## src/rtl/cp0_irq_stack.sv

```systemverilog
// cp0_irq_stack: coprocessor-0 for the dynamic pipeline with maskable
// external interrupts, a Count/Compare timer and a save stack of
// {Status, EPC} pairs so nested exceptions return to the right place.
//
// Ports:
//   clk, rst          clock; asynchronous active-high reset
//   mfc0, addr, rdata combinational register read (rdata is 0 unless mfc0)
//   mtc0, wdata       register write to addr
//   pc, exception,    take an exception for the instruction at pc with
//   cause             ExcCode cause (0 = interrupt)
//   eret              return from exception (pops the save stack)
//   irq               level-sensitive interrupt requests
//   status, epc       current Status / EPC
//   exc_addr          fetch redirect: EPC while eret, else the handler vector
//   int_req           an enabled, unmasked interrupt is pending
//   depth, stack_ovf  occupied stack entries; sticky overflow flag
module cp0_irq_stack #(
  parameter int          NUM_IRQ      = 6,
  parameter int          STACK_DEPTH  = 4,
  parameter logic [31:0] EXC_VECTOR   = 32'h00400004,
  parameter logic [31:0] STATUS_RESET = 32'h00000001
) (
  input  logic                           clk,
  input  logic                           rst,
  input  logic                           mfc0,
  input  logic                           mtc0,
  input  logic [4:0]                     addr,
  input  logic [31:0]                    wdata,
  input  logic [31:0]                    pc,
  input  logic                           exception,
  input  logic [4:0]                     cause,
  input  logic                           eret,
  input  logic [NUM_IRQ-1:0]             irq,
  output logic [31:0]                    rdata,
  output logic [31:0]                    status,
  output logic [31:0]                    epc,
  output logic [31:0]                    exc_addr,
  output logic                           int_req,
  output logic [$clog2(STACK_DEPTH):0]   depth,
  output logic                           stack_ovf
);

  localparam int AW = $clog2(STACK_DEPTH);
  localparam int DW = AW + 1;

  logic [31:0]        r_status;
  logic [31:0]        r_epc;
  logic [31:0]        r_count;
  logic [31:0]        r_compare;
  logic [4:0]         r_excCode;
  logic               r_ti;
  logic [NUM_IRQ-1:0] r_irqQ;
  logic [DW-1:0]      r_depth;
  logic               r_ovf;
  logic [31:0]        r_stackStatus [STACK_DEPTH];
  logic [31:0]        r_stackEpc    [STACK_DEPTH];

  logic [NUM_IRQ-1:0] w_ip;
  logic [31:0]        w_cause;
  logic               w_doEret;
  logic               w_doMtc0;
  logic               w_full;
  logic               w_empty;
  logic [DW-1:0]      w_depthDec;
  logic [AW-1:0]      w_pushIdx;
  logic [AW-1:0]      w_popIdx;

  // Exception outranks eret, which outranks mtc0; the loser is dropped.
  assign w_doEret   = eret & ~exception;
  assign w_doMtc0   = mtc0 & ~exception & ~eret;
  assign w_full     = (r_depth == DW'(STACK_DEPTH));
  assign w_empty    = (r_depth == '0);
  assign w_depthDec = r_depth - DW'(1);
  assign w_pushIdx  = r_depth[AW-1:0];
  assign w_popIdx   = w_depthDec[AW-1:0];

  // The top interrupt line is shared with the timer.
  always_comb begin
    w_ip            = r_irqQ;
    w_ip[NUM_IRQ-1] = r_irqQ[NUM_IRQ-1] | r_ti;
  end

  always_comb begin
    w_cause                = '0;
    w_cause[6:2]           = r_excCode;
    w_cause[8 +: NUM_IRQ]  = w_ip;
    w_cause[30]            = r_ti;
  end

  always_comb begin
    rdata = '0;
    if (mfc0) begin
      case (addr)
        5'd9:    rdata = r_count;
        5'd11:   rdata = r_compare;
        5'd12:   rdata = r_status;
        5'd13:   rdata = w_cause;
        5'd14:   rdata = r_epc;
        default: rdata = '0;
      endcase
    end
  end

  assign int_req   = r_status[0] & ~r_status[1] & (|(w_ip & r_status[8 +: NUM_IRQ]));
  assign exc_addr  = eret ? r_epc : EXC_VECTOR;
  assign status    = r_status;
  assign epc       = r_epc;
  assign depth     = r_depth;
  assign stack_ovf = r_ovf;

  // Timer and interrupt sampling run every cycle regardless of other events.
  // A Compare write clears TI even on the edge that would have set it.
  always_ff @(posedge clk or posedge rst) begin
    if (rst) begin
      r_count <= '0;
      r_ti    <= 1'b0;
      r_irqQ  <= '0;
    end else begin
      r_irqQ <= irq;
      if (w_doMtc0 && addr == 5'd9) r_count <= wdata;
      else                          r_count <= r_count + 32'd1;
      if (w_doMtc0 && addr == 5'd11)          r_ti <= 1'b0;
      else if (r_count + 32'd1 == r_compare)  r_ti <= 1'b1;
    end
  end

  // Architectural state: exception entry, eret and mtc0 writes.
  // On overflow the new EPC/Status still take effect; only the save is lost.
  always_ff @(posedge clk or posedge rst) begin
    if (rst) begin
      r_status  <= STATUS_RESET;
      r_epc     <= '0;
      r_compare <= 32'hFFFFFFFF;
      r_excCode <= '0;
      r_depth   <= '0;
      r_ovf     <= 1'b0;
    end else if (exception) begin
      r_epc     <= pc;
      r_status  <= {r_status[31:2], 1'b1, 1'b0};
      r_excCode <= cause;
      if (w_full) r_ovf   <= 1'b1;
      else        r_depth <= r_depth + DW'(1);
    end else if (w_doEret) begin
      if (!w_empty) begin
        r_status <= r_stackStatus[w_popIdx];
        r_epc    <= r_stackEpc[w_popIdx];
        r_depth  <= w_depthDec;
      end else begin
        r_status[1] <= 1'b0;
      end
    end else if (w_doMtc0) begin
      case (addr)
        5'd11: r_compare <= wdata;
        5'd12: begin
          r_status <= {1'b0, wdata[30:0]};
          if (wdata[31]) r_ovf <= 1'b0;
        end
        5'd14: r_epc <= wdata;
        default: ;
      endcase
    end
  end

  // Save stack storage; written only on a non-overflowing exception.
  always_ff @(posedge clk or posedge rst) begin
    if (rst) begin
      for (int i = 0; i < STACK_DEPTH; i++) begin
        r_stackStatus[i] <= '0;
        r_stackEpc[i]    <= '0;
      end
    end else if (exception && !w_full) begin
      r_stackStatus[w_pushIdx] <= r_status;
      r_stackEpc[w_pushIdx]    <= r_epc;
    end
  end

endmodule

```

## config.mk

```make
export PLATFORM = sky130hd
export DESIGN_NAME = cp0_irq_stack
export DESIGN_NICKNAME = d
export VERILOG_FILES = /design/src/rtl/cp0_irq_stack.sv
export SDC_FILE = /design/constraint.sdc
export NUM_CORES = 1
export LEC_CHECK = 0
export ABC_AREA = 1
export BUFFER_PORTS_ARGS = -buffer_cell sky130_fd_sc_hd__clkbuf_2
export CORE_ASPECT_RATIO = 1.4
export CORE_MARGIN = 1
export CORE_UTILIZATION = 30
export DETAILED_ROUTE_END_ITERATION = 6
export SYNTH_ARGS = -nofsm -noshare
export SYNTH_HDL_FRONTEND = slang
export SYNTH_SLANG_ARGS = --single-unit
```

## constraint.sdc

```tcl
create_clock -name clk -period 12.2 [get_ports clk]
set_clock_uncertainty 0.05 [all_clocks]
set_input_delay 1.83 -clock clk [delete_from_list [all_inputs] [get_ports clk]]
set_output_delay 1.83 -clock clk [all_outputs]
set_load 0.02 [all_outputs]
```

**Word-level counts from Yosys, hierarchy flattened**

Cells that the tools add are included.

- Register bits after elaboration: 400
- Input bits: 86
- Output and inout bits: 133
- Logic and storage cells: 113

- Add/subtract/negate cells: 3
- $lt $le $gt $ge: 3
- Equality and inequality tests: 13
- Muxes and demuxes: 38
- Bitwise gates (word level): 13
- Reduce and logical (&&, ||, !) cells: 24

Operators by type and width:

| kind | number |
|---|---|
| two-way mux 32 bit | 16 |
| bitwise mux 128 bit | 2 |
| one-hot mux 32 bit (5 select lines) | 1 |
| binary-select mux 32 bit (select 2 bit) | 2 |
| demux 32 bit (select 2 bit) | 1 |
| adder 32 x 1 -> 32 bit (second input constant) | 1 |
| equality test 32 bit | 1 |
| two-way mux 30 bit | 1 |
| equality test 5 x 4 -> 1 bit (second input constant) | 5 |
| nonzero test 2 bit | 7 |
| two-way mux 3 bit | 4 |
| two-way mux 1 bit | 10 |
| AND reduction 3 bit | 3 |
| nonzero test 3 bit | 3 |
| != test 2 bit (second input constant) | 4 |
| AND reduction 4 bit | 2 |
| AND 6 bit | 1 |
| >= comparator 3 bit (second input constant) | 2 |
| NOT 2 -> 3 bit | 2 |
| OR reduction 6 bit | 1 |
| AND 1 bit | 5 |
| AND reduction 5 bit | 1 |
| logical AND 1 bit | 4 |
| NOT 1 bit | 4 |
| 11 further kinds | 11 |

**Depth between registers and ports, before layout**

- Depth after elaboration: 8
- Depth in mapped cells: 15

**Worst setup path before layout**

OpenSTA, ideal clock, no wires.

- Path kind: input to output
- Start: input addr[3]
- End: output rdata[1]
- Arrival: 3,238 ps
- Data required time: 10,320 ps
- Path slack: 7,082 ps
- Stages on the path: 10
- Path buffers: 2
- Cells stage by stage: nand2_1 nor2_2 nand2_1 nor2_2 inv_1 clkbuf_1 buf_2 o22ai_1 a221oi_1 nor2_1

- Longest elaborated chain between the ends: 3

Ends and longest elaborated chain:

| item | line | RTL |
|---|---|---|
| start: declaration | 27 | `input logic [4:0] addr,` |
| equality test 5 x 4 -> 1 bit | 93 | `case (addr)` |
| one-hot mux 32 bit (5 select lines) (*) | 93 |  |
| two-way mux 32 bit (*) | 92 | `if (mfc0) begin` |
| end: declaration | 34 | `output logic [31:0] rdata,` |

Every way passes the cells marked *; elsewhere a longest branch is shown, timed or not.

**Worst setup path in the final report**

- Start: input addr[2]
- End: output rdata[30]

Same word-level chain as after synthesis.

==> impl_metrics.env <==
export IMPL_maxCapViolCount=0
export IMPL_coreArea_um2=64550
export IMPL_reg2reg_depth=8
export IMPL_dp_hpwl_um=49060
export IMPL_hold_depth=2
export IMPL_synth_compound_area_share_pct=21.21
export IMPL_setup_slack_ns=6.402
export IMPL_synth_top_area_share_pct=46.71
export IMPL_yosys_top_cells_count="nand2_1 (613), o21ai_0 (457), dfrtp_1 (367)"
export IMPL_synth_seq_cells=400
export IMPL_cp_start_kind="primary input"
export IMPL_wl_per_cell_um=20.71
export IMPL_die_height_um=304.9
export IMPL_dr_pass1_iters=6
export IMPL_worstReg2RegStart="depth[0]$_DFFE_PP0P_"
export IMPL_antenna_found_initial=5
export IMPL_clockRootBuffer="clkbuf_16"
export IMPL_synthArstFlopShare_pct=100.0
export IMPL_cts_tree="built"
export IMPL_place_inst=3384
export IMPL_path_max_fanout=29
export IMPL_num_fill_cells=6807
export IMPL_ys_top_cells_by_area="dfrtp_1 (47%), nand2_1 (12%), o21ai_0 (12%)"
export IMPL_hp_start="r_stackEpc[48]$_DFFE_PP0P_"
export IMPL_yosysMostFrequentCell="nand2_1"
export IMPL_vias_per_cell=5.297
export IMPL_crit_type="in -> out"
export IMPL_die_x_um=218.4
export IMPL_power_density_nw_per_um2=251.6
export IMPL_synth_edf_count=0
export IMPL_crit_chain="clkbuf_2 -> nand2_1 -> nor2_2 -> nand2_1 -> nor2_2 -> inv_1 -> o22ai_1 -> a221oi_1 -> a21oi_1 -> clkbuf_2"
export IMPL_grt_max_degree=176
export IMPL_cp_required_ns=10.32
export IMPL_yosys_warnings=0
export IMPL_wl_um=71810
export IMPL_ff2ff_setup_slack_ns=8.08
export IMPL_cp_data_arrival_time_ns=3.92
export IMPL_cpMaxStageDelayCell="inv_1"
export IMPL_slew_headroom_pct=17.32
export IMPL_worstMarginPinSlew_ns=1.239
export IMPL_cp_num_buf_inv=3
export IMPL_row_count=110
export IMPL_max_stage_delay_ns=0.52
export IMPL_cts_resized=0
export IMPL_setup_viol=0
export IMPL_ctsHoldBuffers=0
export IMPL_grt_pass1_wl_um=108400
export IMPL_synth_xor_xnor_area_share_pct=0.3373
export IMPL_gp_routability_congestion=0.9342
export IMPL_rr_endpoint="r_stackEpc[15]$_DFFE_PP0P_"
export IMPL_grt_use_total_pct=21.44
export IMPL_min_to="r_stackEpc[48]$_DFFE_PP0P_"
export IMPL_finalHoldViolations=0
export IMPL_clk_latency_ns=0.60
export IMPL_finalCritPeriodShare_pct=47.52
export IMPL_route_detailed_drc=0
export IMPL_numPortBuffers=218
export IMPL_status="finished clean"
export IMPL_ios=219
export IMPL_drive_gt1_share_pct=14.75
export IMPL_period_needed_ns=5.798
export IMPL_synth_top_area_cell="dfrtp_1"
export IMPL_netlist_instances=2461
export IMPL_clk_pin_slew_worst_paths_ns=0.06
export IMPL_power_leakage_uw=0.01091
export IMPL_fmaxAchievable_mhz=172.5
export IMPL_cp_end_kind="output port"
export IMPL_cts_made_buffers=44
export IMPL_crit_family="buffers and inverters"
export IMPL_nNetsFinal=2683
export IMPL_power_total_uw=5769
export IMPL_syn2layout_area_growth_pct=16.64
export IMPL_min_path_type="reg -> reg"
export IMPL_multi_input_comb_area_um2=8270
export IMPL_synth_simple_gate_area_share_pct=19.78
export IMPL_synth_top_family_by_area="compound AO/OA/AOI/OAI gates"
export IMPL_rsz0062_at_grt="false"
export IMPL_num_vias=18370
export IMPL_setup_tns_ns=0
export IMPL_yosysSeqAreaShare_pct=51.12
export IMPL_grt_overflow_total=0
export IMPL_synth_distinct_cells=39
export IMPL_drtIter0Drc=1713
export IMPL_avgSynthCellArea_um2=7.989
export IMPL_start_util_pct=30.46
export IMPL_cts_sinks=400
export IMPL_ant_nets=0
export IMPL_regArea_um2=10050
export IMPL_h_tree_depth=2
export IMPL_synthFlopType="dfrtp_1"
export IMPL_cts_buffer_depth=3
export IMPL_synth_area_um2=19660
export IMPL_synth_nets=2554
export IMPL_synthMuxAreaShare_pct=0
export IMPL_irDropWorstVdd_v=0.0002486
export IMPL_dp_slack_ns=6.445
export IMPL_hold_slack_ns=0.4274
export IMPL_cts_setup_buffers=0
export IMPL_finalNonFillerCells=3467
export IMPL_die_area_um2=66580
export IMPL_report_final_slew_viol_count=0
export IMPL_synth_adder_area_share_pct=0.4455
export IMPL_grt_pass1_vias=17180
==> worst max path at each step <==
stage                       start                    to  cells after the start
final                     addr[2]             rdata[30]                     10
after floorplan               rst  depth[0]$_DFFE_PP0P_                      1
after CTS                 addr[2]              rdata[3]                     10
after detailed placement  addr[2]              rdata[3]                     10
after global routing      addr[2]              rdata[3]                     10
after global placement    addr[2]             rdata[27]                     10
==> layout make-up <==
cell class | instances | area share [%]
Multi-Input combinational cell | 1700 | 36.07
Antenna cell | 3 | 0.03274
Inverter | 205 | 3.383
Clock inverter | 18 | 1.048
Timing Repair Buffer | 239 | 5.500
Sequential cell | 400 | 43.85
Clock buffer | 62 | 5.538
Tap cell | 840 | 4.583
==> kinds of logic after synthesis <==
| group | Yosys count |
|---|---|
| AO/OA/AOI/OAI | 723 |
| XOR/XNOR | 6 |
| adder cells (fa/ha/maj) | 7 |
| buffers and inverters | 361 |
| flip-flops | 400 |
| AND/OR/NAND/NOR | 964 |
==> worst reg2reg max path, stage by stage (launching register included) <==
cell and delay (ns):
dfrtp_4 0.90, inv_4 0.45, ha_2 0.38, ha_1 0.25
nor2_1 0.56, nand2_4 0.55, buf_4 0.54, nand2_1 0.19
o21ai_0 0.09
==> registers in the layout, summed over array words and instances, names as in the netlist <==
register       flops
r_count           32
r_irqQ             6
r_excCode          5
r_ti               1
r_compare         32
r_stackEpc       128
depth              3
status            32
epc               32
r_stackStatus    128
stack_ovf          1
==> stage by stage <==
step                util, %  instance area [um^2]
floorplan                 -                 19660
global placement      33.17                 21410
detailed placement    33.17                 21410
CTS                   35.51                 22920
global route          35.52                 22930
finish                35.52                 22930
==> report_power, final <==
part | total [uW] | leakage [uW] | switching, uW | internal [uW]
clock | 1410 | 0.000747 | 578 | 835
combinational | 2080 | 0.00522 | 1450 | 628
sequential | 2280 | 0.00494 | 439 | 1840
total | 5770 | 0.0109 | 2470 | 3300
==> cells in the final DEF (no fill, tap or decap), types with 6 or more instances in the layout <==
| cell type | instances |
|---|---|
| a21oi_1 | 26 |
| a221oi_1 | 32 |
| a22oi_1 | 29 |
| a31oi_1 | 42 |
| buf_4 | 20 |
| clkbuf_1 | 9 |
| clkbuf_16 | 45 |
| clkbuf_2 | 218 |
| clkbuf_8 | 8 |
| clkinv_2 | 9 |
| dfrtp_1 | 366 |
| dfstp_2 | 33 |
| ha_1 | 6 |
| inv_1 | 197 |
| nand2_1 | 608 |
| nand2_2 | 7 |
| nand2_4 | 7 |
| nand3_1 | 73 |
| nor2_1 | 240 |
| nor2_2 | 9 |
| nor2_4 | 7 |
| o211ai_1 | 27 |
| o21ai_0 | 457 |
| o21ai_1 | 9 |
| o221ai_1 | 31 |
| o22ai_1 | 61 |
==> per-layer routing <==
| layer | share of wire, % | vias up | GRT usage, % |
|---|---|---|---|
| li1 | - | 8504 | - |
| met1 | 44 | 8881 | 29.85 |
| met2 | 43 | 820 | 31.93 |
| met3 | 8.5 | 159 | 4.431 |
| met4 | 4.5 | 2 | 9.205 |
| met5 | 0.013 | - | 0 |
Power figures use the tool's default switching activity.
